==> config.mk <==
export PLATFORM = sky130hd
export DESIGN_NAME = mips_instr_loader_flat
export DESIGN_NICKNAME = d
export VERILOG_FILES = /design/src/rtl/mips_instr_loader_if.sv /design/src/rtl/mips_instr_loader.sv /design/src/flat_wrapper.sv
export SDC_FILE = /design/constraint.sdc
export NUM_CORES = 1
export LEC_CHECK = 0
export ABC_CLOCK_PERIOD_IN_PS = 3300
export CAP_MARGIN = 0
export CORE_MARGIN = 2
export CORE_UTILIZATION = 35
export DETAILED_ROUTE_END_ITERATION = 7
export PLACE_DENSITY_LB_ADDON = 0.12
export SLEW_MARGIN = 40
export SYNTH_ARGS = -nofsm -noshare
export SYNTH_HDL_FRONTEND = slang
export SYNTH_SLANG_ARGS = --single-unit
==> constraint.sdc <==
create_clock -name clk -period 3.3 [get_ports clk]
set_clock_uncertainty 0.2 [all_clocks]
set_input_delay 0.66 -clock clk [delete_from_list [all_inputs] [get_ports clk]]
set_output_delay 0.66 -clock clk [all_outputs]
set_load 0.005 [all_outputs]
==> src/rtl/mips_instr_loader_if.sv <==
// Symbolic-instruction stream into the loader plus the instruction-memory write bus it drives.
// master = program source / harness, slave = loader.
interface mips_instr_loader_if #(
    parameter int ADDR_W = 8
);
    logic              in_valid;
    logic              in_ready;
    logic              in_last;
    logic [3:0]        op_sel;
    logic [4:0]        rs;
    logic [4:0]        rt;
    logic [4:0]        rd;
    logic [5:0]        funct;
    logic [15:0]       imm;
    logic [25:0]       target;
    logic              imem_we;
    logic [ADDR_W-1:0] imem_addr;
    logic [31:0]       imem_wdata;

    modport master (
        output in_valid, in_last, op_sel, rs, rt, rd, funct, imm, target,
        input  in_ready, imem_we, imem_addr, imem_wdata
    );

    modport slave (
        input  in_valid, in_last, op_sel, rs, rt, rd, funct, imm, target,
        output in_ready, imem_we, imem_addr, imem_wdata
    );
endinterface

==> src/rtl/mips_instr_loader.sv <==
// Encodes symbolic MIPS instructions and writes them sequentially into instruction memory
// from a programmable base address, reporting completion and illegal-op / memory-full errors.
module mips_instr_loader #(
    parameter int ADDR_W  = 8,
    parameter int DEPTH   = 256,
    parameter int WR_WAIT = 0
) (
    input  logic               clk,
    input  logic               rst,
    input  logic               start,
    input  logic [ADDR_W-1:0]  base,
    mips_instr_loader_if.slave bus,
    output logic [ADDR_W:0]    count,
    output logic               busy,
    output logic               done,
    output logic [1:0]         err
);

    localparam int CW = ADDR_W + 1;
    localparam logic [1:0] ERR_NONE    = 2'd0;
    localparam logic [1:0] ERR_ILLEGAL = 2'd1;
    localparam logic [1:0] ERR_FULL    = 2'd2;

    typedef enum logic [1:0] {IDLE, LOAD, WRITE, FIN} state_t;

    state_t            state_q, state_d;
    logic [ADDR_W-1:0] addr_q, addr_d;
    logic [ADDR_W-1:0] imem_addr_q, imem_addr_d;
    logic [31:0]       imem_wdata_q, imem_wdata_d;
    logic [CW-1:0]     count_q, count_d, count_inc;
    logic [1:0]        err_q, err_d;
    logic [2:0]        wait_q, wait_d;
    logic              last_q, last_d;
    logic              in_ready_q, in_ready_d;
    logic              imem_we_q, imem_we_d;
    logic              busy_q, busy_d;
    logic              done_q, done_d;
    logic [31:0]       enc_word;
    logic              op_legal;

    // Opcode is op_sel zero-extended, matching the control unit's decode table.
    always_comb begin
        enc_word = '0;
        op_legal = 1'b1;
        case (bus.op_sel)
            4'd0:                         enc_word = {6'd0, bus.rs, bus.rt, bus.rd, 5'd0, bus.funct};
            4'd1, 4'd2, 4'd3, 4'd4, 4'd8: enc_word = {2'b00, bus.op_sel, bus.rs, bus.rt, bus.imm};
            4'd5, 4'd6:                   enc_word = {2'b00, bus.op_sel, bus.target};
            4'd7:                         enc_word = {6'd7, bus.rs, 21'd0};
            default:                      op_legal = 1'b0;
        endcase
    end

    always_comb begin
        state_d      = state_q;
        addr_d       = addr_q;
        imem_addr_d  = imem_addr_q;
        imem_wdata_d = imem_wdata_q;
        count_d      = count_q;
        err_d        = err_q;
        wait_d       = wait_q;
        last_d       = last_q;
        in_ready_d   = in_ready_q;
        imem_we_d    = imem_we_q;
        busy_d       = busy_q;
        done_d       = 1'b0;
        count_inc    = count_q + CW'(1);
        case (state_q)
            IDLE: begin
                if (start) begin
                    addr_d     = base;
                    count_d    = '0;
                    err_d      = ERR_NONE;
                    in_ready_d = 1'b1;
                    busy_d     = 1'b1;
                    state_d    = LOAD;
                end
            end
            LOAD: begin
                if (bus.in_valid && in_ready_q) begin
                    in_ready_d = 1'b0;
                    if (!op_legal) begin
                        err_d   = ERR_ILLEGAL;
                        done_d  = 1'b1;
                        state_d = FIN;
                    end else begin
                        imem_wdata_d = enc_word;
                        imem_addr_d  = addr_q;
                        last_d       = bus.in_last;
                        wait_d       = '0;
                        imem_we_d    = 1'b1;
                        state_d      = WRITE;
                    end
                end
            end
            WRITE: begin
                if (wait_q == 3'(WR_WAIT)) begin
                    imem_we_d = 1'b0;
                    count_d   = count_inc;
                    addr_d    = addr_q + ADDR_W'(1);
                    // A session-ending word wins over a full memory.
                    if (last_q) begin
                        done_d  = 1'b1;
                        state_d = FIN;
                    end else if (count_inc == CW'(DEPTH)) begin
                        err_d   = ERR_FULL;
                        done_d  = 1'b1;
                        state_d = FIN;
                    end else begin
                        in_ready_d = 1'b1;
                        state_d    = LOAD;
                    end
                end else begin
                    wait_d = wait_q + 3'd1;
                end
            end
            FIN: begin
                busy_d  = 1'b0;
                state_d = IDLE;
            end
            default: state_d = IDLE;
        endcase
    end

    always_ff @(posedge clk or posedge rst) begin
        if (rst) begin
            state_q      <= IDLE;
            addr_q       <= '0;
            imem_addr_q  <= '0;
            imem_wdata_q <= '0;
            count_q      <= '0;
            err_q        <= ERR_NONE;
            wait_q       <= '0;
            last_q       <= 1'b0;
            in_ready_q   <= 1'b0;
            imem_we_q    <= 1'b0;
            busy_q       <= 1'b0;
            done_q       <= 1'b0;
        end else begin
            state_q      <= state_d;
            addr_q       <= addr_d;
            imem_addr_q  <= imem_addr_d;
            imem_wdata_q <= imem_wdata_d;
            count_q      <= count_d;
            err_q        <= err_d;
            wait_q       <= wait_d;
            last_q       <= last_d;
            in_ready_q   <= in_ready_d;
            imem_we_q    <= imem_we_d;
            busy_q       <= busy_d;
            done_q       <= done_d;
        end
    end

    assign bus.in_ready   = in_ready_q;
    assign bus.imem_we    = imem_we_q;
    assign bus.imem_addr  = imem_addr_q;
    assign bus.imem_wdata = imem_wdata_q;
    assign count          = count_q;
    assign busy           = busy_q;
    assign done           = done_q;
    assign err            = err_q;

endmodule

==> src/flat_wrapper.sv <==
// flat-port wrapper written by rule: the top's interface ports become plain ports
module mips_instr_loader_flat 
#(
    parameter int ADDR_W  = 8,
    parameter int DEPTH   = 256,
    parameter int WR_WAIT = 0
)
  (clk, rst, start, base, count, busy, done, err, bus_in_valid, bus_in_last, bus_op_sel, bus_rs, bus_rt, bus_rd, bus_funct, bus_imm, bus_target, bus_in_ready, bus_imem_we, bus_imem_addr, bus_imem_wdata);
  mips_instr_loader_if #(.ADDR_W(ADDR_W)) bus_i ();
  input  logic clk;
  input  logic rst;
  input  logic start;
  input  logic [ADDR_W-1:0] base;
  output logic [ADDR_W:0] count;
  output logic busy;
  output logic done;
  output logic [1:0] err;
  input wire logic [$bits(bus_i.in_valid)-1:0] bus_in_valid;
  input wire logic [$bits(bus_i.in_last)-1:0] bus_in_last;
  input wire logic [$bits(bus_i.op_sel)-1:0] bus_op_sel;
  input wire logic [$bits(bus_i.rs)-1:0] bus_rs;
  input wire logic [$bits(bus_i.rt)-1:0] bus_rt;
  input wire logic [$bits(bus_i.rd)-1:0] bus_rd;
  input wire logic [$bits(bus_i.funct)-1:0] bus_funct;
  input wire logic [$bits(bus_i.imm)-1:0] bus_imm;
  input wire logic [$bits(bus_i.target)-1:0] bus_target;
  output wire logic [$bits(bus_i.in_ready)-1:0] bus_in_ready;
  output wire logic [$bits(bus_i.imem_we)-1:0] bus_imem_we;
  output wire logic [$bits(bus_i.imem_addr)-1:0] bus_imem_addr;
  output wire logic [$bits(bus_i.imem_wdata)-1:0] bus_imem_wdata;
  assign bus_i.in_valid = bus_in_valid;
  assign bus_i.in_last = bus_in_last;
  assign bus_i.op_sel = bus_op_sel;
  assign bus_i.rs = bus_rs;
  assign bus_i.rt = bus_rt;
  assign bus_i.rd = bus_rd;
  assign bus_i.funct = bus_funct;
  assign bus_i.imm = bus_imm;
  assign bus_i.target = bus_target;
  assign bus_in_ready = bus_i.in_ready;
  assign bus_imem_we = bus_i.imem_we;
  assign bus_imem_addr = bus_i.imem_addr;
  assign bus_imem_wdata = bus_i.imem_wdata;
  mips_instr_loader #(.ADDR_W(ADDR_W), .DEPTH(DEPTH), .WR_WAIT(WR_WAIT)) u_core (.clk(clk), .rst(rst), .start(start), .base(base), .bus(bus_i), .count(count), .busy(busy), .done(done), .err(err));
endmodule
==> run_summary.xml <==
<?xml version="1.0" encoding="UTF-8"?>
<metrics>
  <group name="cells_and_area">
    <metric name="area.growth.synth_to_final" unit="%">49.39</metric>
    <metric name="diodes" unit="">0</metric>
    <metric name="post_route_cells_drive_above_1_share" unit="">0.06786</metric>
    <metric name="nNetsFinal" unit="">584</metric>
  </group>
  <group name="setup_path">
    <metric name="timing.rr.end" unit="">u_core.err[0]$_DFFE_PP0P_</metric>
    <metric name="worst_r2r_startpoint" unit="">u_core.state_q[0]$_DFFE_PP0P_</metric>
    <metric name="worst_setup_path_end_kind" unit="">flop</metric>
    <metric name="worstSetupStartpointType" unit="">input pin</metric>
    <metric name="timing.reg2reg.setup_slack" unit="ns">0.98</metric>
    <metric name="r2r_cells" unit="">7</metric>
    <metric name="crit_type" unit="">in2reg</metric>
    <metric name="crit_required" unit="ns">3.35</metric>
    <metric name="critPathMaxFanout" unit="">16</metric>
    <metric name="worst-endpoint-arrival" unit="ns">2.67</metric>
  </group>
  <group name="floorplan">
    <metric name="rows" unit="">35</metric>
    <metric name="effective_utilization_at_floorplan" unit="">0.3628</metric>
    <metric name="placeableCoreArea" unit="um^2">9328</metric>
    <metric name="ios" unit="">135</metric>
    <metric name="die-width" unit="um">102.3</metric>
    <metric name="design.die.area" unit="um^2">10470</metric>
    <metric name="fp.dieH" unit="um">102.3</metric>
  </group>
  <group name="grt">
    <metric name="first_pass_grt_wire_length" unit="um">15880</metric>
    <metric name="via_count_of_the_first_global_routing_pass" unit="">3156</metric>
    <metric name="largest_net_degree_at_the_start_of_global_routing" unit="">68</metric>
    <metric name="grt.met2_usage" unit="">0.3077</metric>
    <metric name="grtUsageMet1" unit="">0.2682</metric>
    <metric name="grt_antenna_before_repair" unit="">0</metric>
    <metric name="gr-usage-met3" unit="">0.04309</metric>
    <metric name="overflow" unit="">0</metric>
    <metric name="grt.total_usage" unit="">0.1936</metric>
    <metric name="top_usage_layer" unit="">met2</metric>
  </group>
  <group name="pwr">
    <metric name="clockPowerShare" unit="">0.189</metric>
    <metric name="vdd_ir_drop_max" unit="uV">338.1</metric>
    <metric name="seq_power_share" unit="">0.368</metric>
    <metric name="sw_frac_of_total" unit="">0.3501</metric>
    <metric name="switchingPower" unit="uW">1295</metric>
    <metric name="power.combinational.fraction" unit="">0.443</metric>
    <metric name="power.density" unit="nW/um^2">731.4</metric>
    <metric name="intPower" unit="uW">2403</metric>
    <metric name="p_leak" unit="uW">0.002172</metric>
  </group>
  <group name="yosys">
    <metric name="ys_seq_area_frac" unit="">0.4954</metric>
    <metric name="synth_top_area_share" unit="">0.4954</metric>
    <metric name="count_of_synthesis_stage_warnings_from_yosys" unit="">0</metric>
    <metric name="synth_area" unit="um^2">3384</metric>
    <metric name="number_of_instances_in_the_synthesized_netlist" unit="">366</metric>
    <metric name="synth_async_sr_flop_share" unit="">1.000</metric>
    <metric name="synth-seq-cells" unit="">67</metric>
    <metric name="synth.largest_area_cell" unit="">dfrtp_1</metric>
    <metric name="synth_area_per_cell" unit="um^2">9.247</metric>
    <metric name="synth_top_flop_cell" unit="">dfrtp_1</metric>
    <metric name="yosysMostFrequentCell" unit="">dfrtp_1</metric>
    <metric name="synthTopCellsByCount" unit="">dfrtp_1, nand2_1, nor2_1, o21ai_0, nand3_1</metric>
    <metric name="synth_top_cells_by_area" unit="">dfrtp_1, nand2_1, o21ai_0</metric>
    <metric name="yosysUniqueCellTypes" unit="">51</metric>
    <metric name="synth_enable_flop_cells" unit="">0</metric>
  </group>
  <group name="hold_path">
    <metric name="min-delay-start" unit="">u_core.bus.imem_addr[7]$_DFFE_PP0P_</metric>
    <metric name="holdPathEnd" unit="">u_core.bus.imem_addr[7]$_DFFE_PP0P_</metric>
    <metric name="holdPathStages" unit="">2</metric>
    <metric name="hp-class" unit="">reg2reg</metric>
  </group>
  <group name="sta">
    <metric name="setup_viol_count_final" unit="">0</metric>
    <metric name="finalWorstPathRequiredPeriod" unit="ns">2.616</metric>
    <metric name="finalHoldWorstSlack" unit="ns">0.2713</metric>
    <metric name="relSlewSlack" unit="">0.5522</metric>
    <metric name="max_slew.worst_pin.slew" unit="ns">0.6717</metric>
    <metric name="rsz0062_at_grt" unit="">no</metric>
    <metric name="final.setup.tns" unit="ns">0</metric>
    <metric name="fmax" unit="MHz">382.3</metric>
    <metric name="post-route-period-util" unit="">0.7926</metric>
    <metric name="slew_violations" unit="">0</metric>
    <metric name="hold_viol_final" unit="">0</metric>
  </group>
  <group name="clock_tree">
    <metric name="cts.htree.levels" unit="">3</metric>
    <metric name="worst_skew_pair.late_latency" unit="ns">0.34</metric>
    <metric name="cts_buffers" unit="">9</metric>
    <metric name="post_cts_resize_count" unit="">0</metric>
    <metric name="clock-root-buffer" unit="">clkbuf_8</metric>
    <metric name="cts-root-to-sink-buffers" unit="">2</metric>
    <metric name="worst_setup_hold_path_clk_slew" unit="ns">0.07</metric>
    <metric name="setup_repair_bufs_after_cts" unit="">0</metric>
    <metric name="cts_tree" unit="">done</metric>
    <metric name="hold_fix_buffers_cts" unit="">0</metric>
    <metric name="clock_sinks" unit="">67</metric>
  </group>
  <group name="route">
    <metric name="final_ant_viol_nets" unit="">0</metric>
    <metric name="drt-wirelength-per-cell" unit="um">15.58</metric>
    <metric name="post-route-drc-count" unit="">0</metric>
    <metric name="1st_pass_router_iterations" unit="">5</metric>
    <metric name="num_vias" unit="">3203</metric>
    <metric name="postRouteWirelength" unit="um">9814</metric>
    <metric name="drt-vias-per-instance" unit="">5.084</metric>
    <metric name="drt_iter0_drc" unit="">237</metric>
  </group>
  <group name="run">
    <metric name="max_cap_violations" unit="">0</metric>
  </group>
  <group name="outcome">
    <metric name="run_status" unit="">completed</metric>
  </group>
  <group name="place">
    <metric name="port_buffers" unit="">132</metric>
    <metric name="place.detailed.hpwl" unit="um">7105</metric>
    <metric name="place_congestion" unit="">0.8354</metric>
  </group>
</metrics>
through the flow:
stage          power [uW]  setup slack, ns  cell area (um^2)    util  std cells
3_5_place_dp         3034           0.1380              4853  0.5203        614
5_1_grt              3999           0.5732              5056  0.5421        630
3_3_place_gp         3004          0.03986              4850  0.5199        614
6_report             3698           0.6845              5056  0.5421        630
2_1_floorplan        2192           0.7568              3388       -        367
4_1_cts              3746           0.5043              5056  0.5421        630
sequential cells by signal, indices dropped and copies added (netlist names):
register / flops
u_core.addr_q: 8
u_core.bus.imem_addr: 8
u_core.bus.imem_wdata: 30
u_core.bus.imem_we: 1
u_core.bus.in_ready: 1
u_core.busy: 1
u_core.count: 9
u_core.done: 1
u_core.err: 2
u_core.last_q: 1
u_core.state_q: 2
u_core.wait_q: 3
layout make-up:
class                      count  area, um^2
fill                         883        4272
sequential                    67        1677
multi-input combinational    266        1573
timing repair buffer         141        1401
tap                          129       161.4
clock buffer                  10       137.6
clock inverter                 6       65.06
inverter                      11       41.29
how the worst max path moves through the flow:
stage                   from                                     to  slack (ns)  depth (start not counted)
4_1_cts        bus_op_sel[1]  u_core.bus.imem_wdata[11]$_DFFE_PP0P_        0.50                          5
3_5_place_dp   bus_op_sel[1]  u_core.bus.imem_wdata[11]$_DFFE_PP0P_        0.14                          5
2_1_floorplan            rst           u_core.addr_q[0]$_DFFE_PP0P_        0.76                          1
5_1_grt        bus_op_sel[2]  u_core.bus.imem_wdata[11]$_DFFE_PP0P_        0.57                          5
3_3_place_gp   bus_op_sel[1]   u_core.bus.imem_wdata[3]$_DFFE_PP0P_        0.04                          5
6_report       bus_op_sel[1]  u_core.bus.imem_wdata[11]$_DFFE_PP0P_        0.68                          5
layer usage:
metal / up-vias / share of wire
li1: 1594 / -
met1: 1483 / 0.48
met2: 117 / 0.44
met3: 9 / 0.068
met4: 0 / 0.0098
met5: - / 0
kinds of logic (layout without fill, tap and decap cells):
group / count (synthesis) / count (layout) / share of synthesized area
other cells: 1 / 2 / 0.001108
simple gates: 146 / 146 / 0.1985
flops: 67 / 67 / 0.4954
compound gates: 101 / 101 / 0.2063
fa+ha+maj: 8 / 8 / 0.02958
buf+inv: 34 / 168 / 0.04288
xor+xnor: 2 / 2 / 0.005177
mux: 7 / 7 / 0.02107
layout by cell type, fill, tap and decap left out, types with 3 or more instances in the layout:
| cell type | Yosys | routed |
|---|---|---|
| and3_1 | 10 | 10 |
| nor2_1 | 32 | 31 |
| clkdlybuf4s50_1 | 0 | 132 |
| o22ai_1 | 7 | 7 |
| nand3_1 | 19 | 19 |
| o31ai_1 | 3 | 3 |
| a222oi_1 | 11 | 11 |
| a21oi_1 | 15 | 15 |
| dfrtp_1 | 67 | 67 |
| clkbuf_8 | 0 | 10 |
| mux2i_1 | 6 | 6 |
| nand2b_1 | 3 | 3 |
| nand2_1 | 64 | 64 |
| a221o_1 | 6 | 6 |
| o21ai_0 | 32 | 32 |
| buf_4 | 2 | 8 |
| ha_1 | 8 | 8 |
| a221oi_1 | 10 | 10 |
| inv_1 | 11 | 10 |
power groups by stage:
stage	Clock [uW]	Sequential (uW)	Combinational, uW
after floorplan	0	1370	827
after global placement	0	1370	1630
after detailed placement	0	1380	1650
after CTS	720	1360	1660
after global routing	761	1410	1830
final	698	1360	1640
worst max-delay path: stages:
cell,delay (ns)
clkdlybuf4s50_1,0.52
or3_1,0.49
o21ai_2,0.57
a222oi_1,0.23
o21ai_0,0.19
Power figures use the tool's default switching activity.
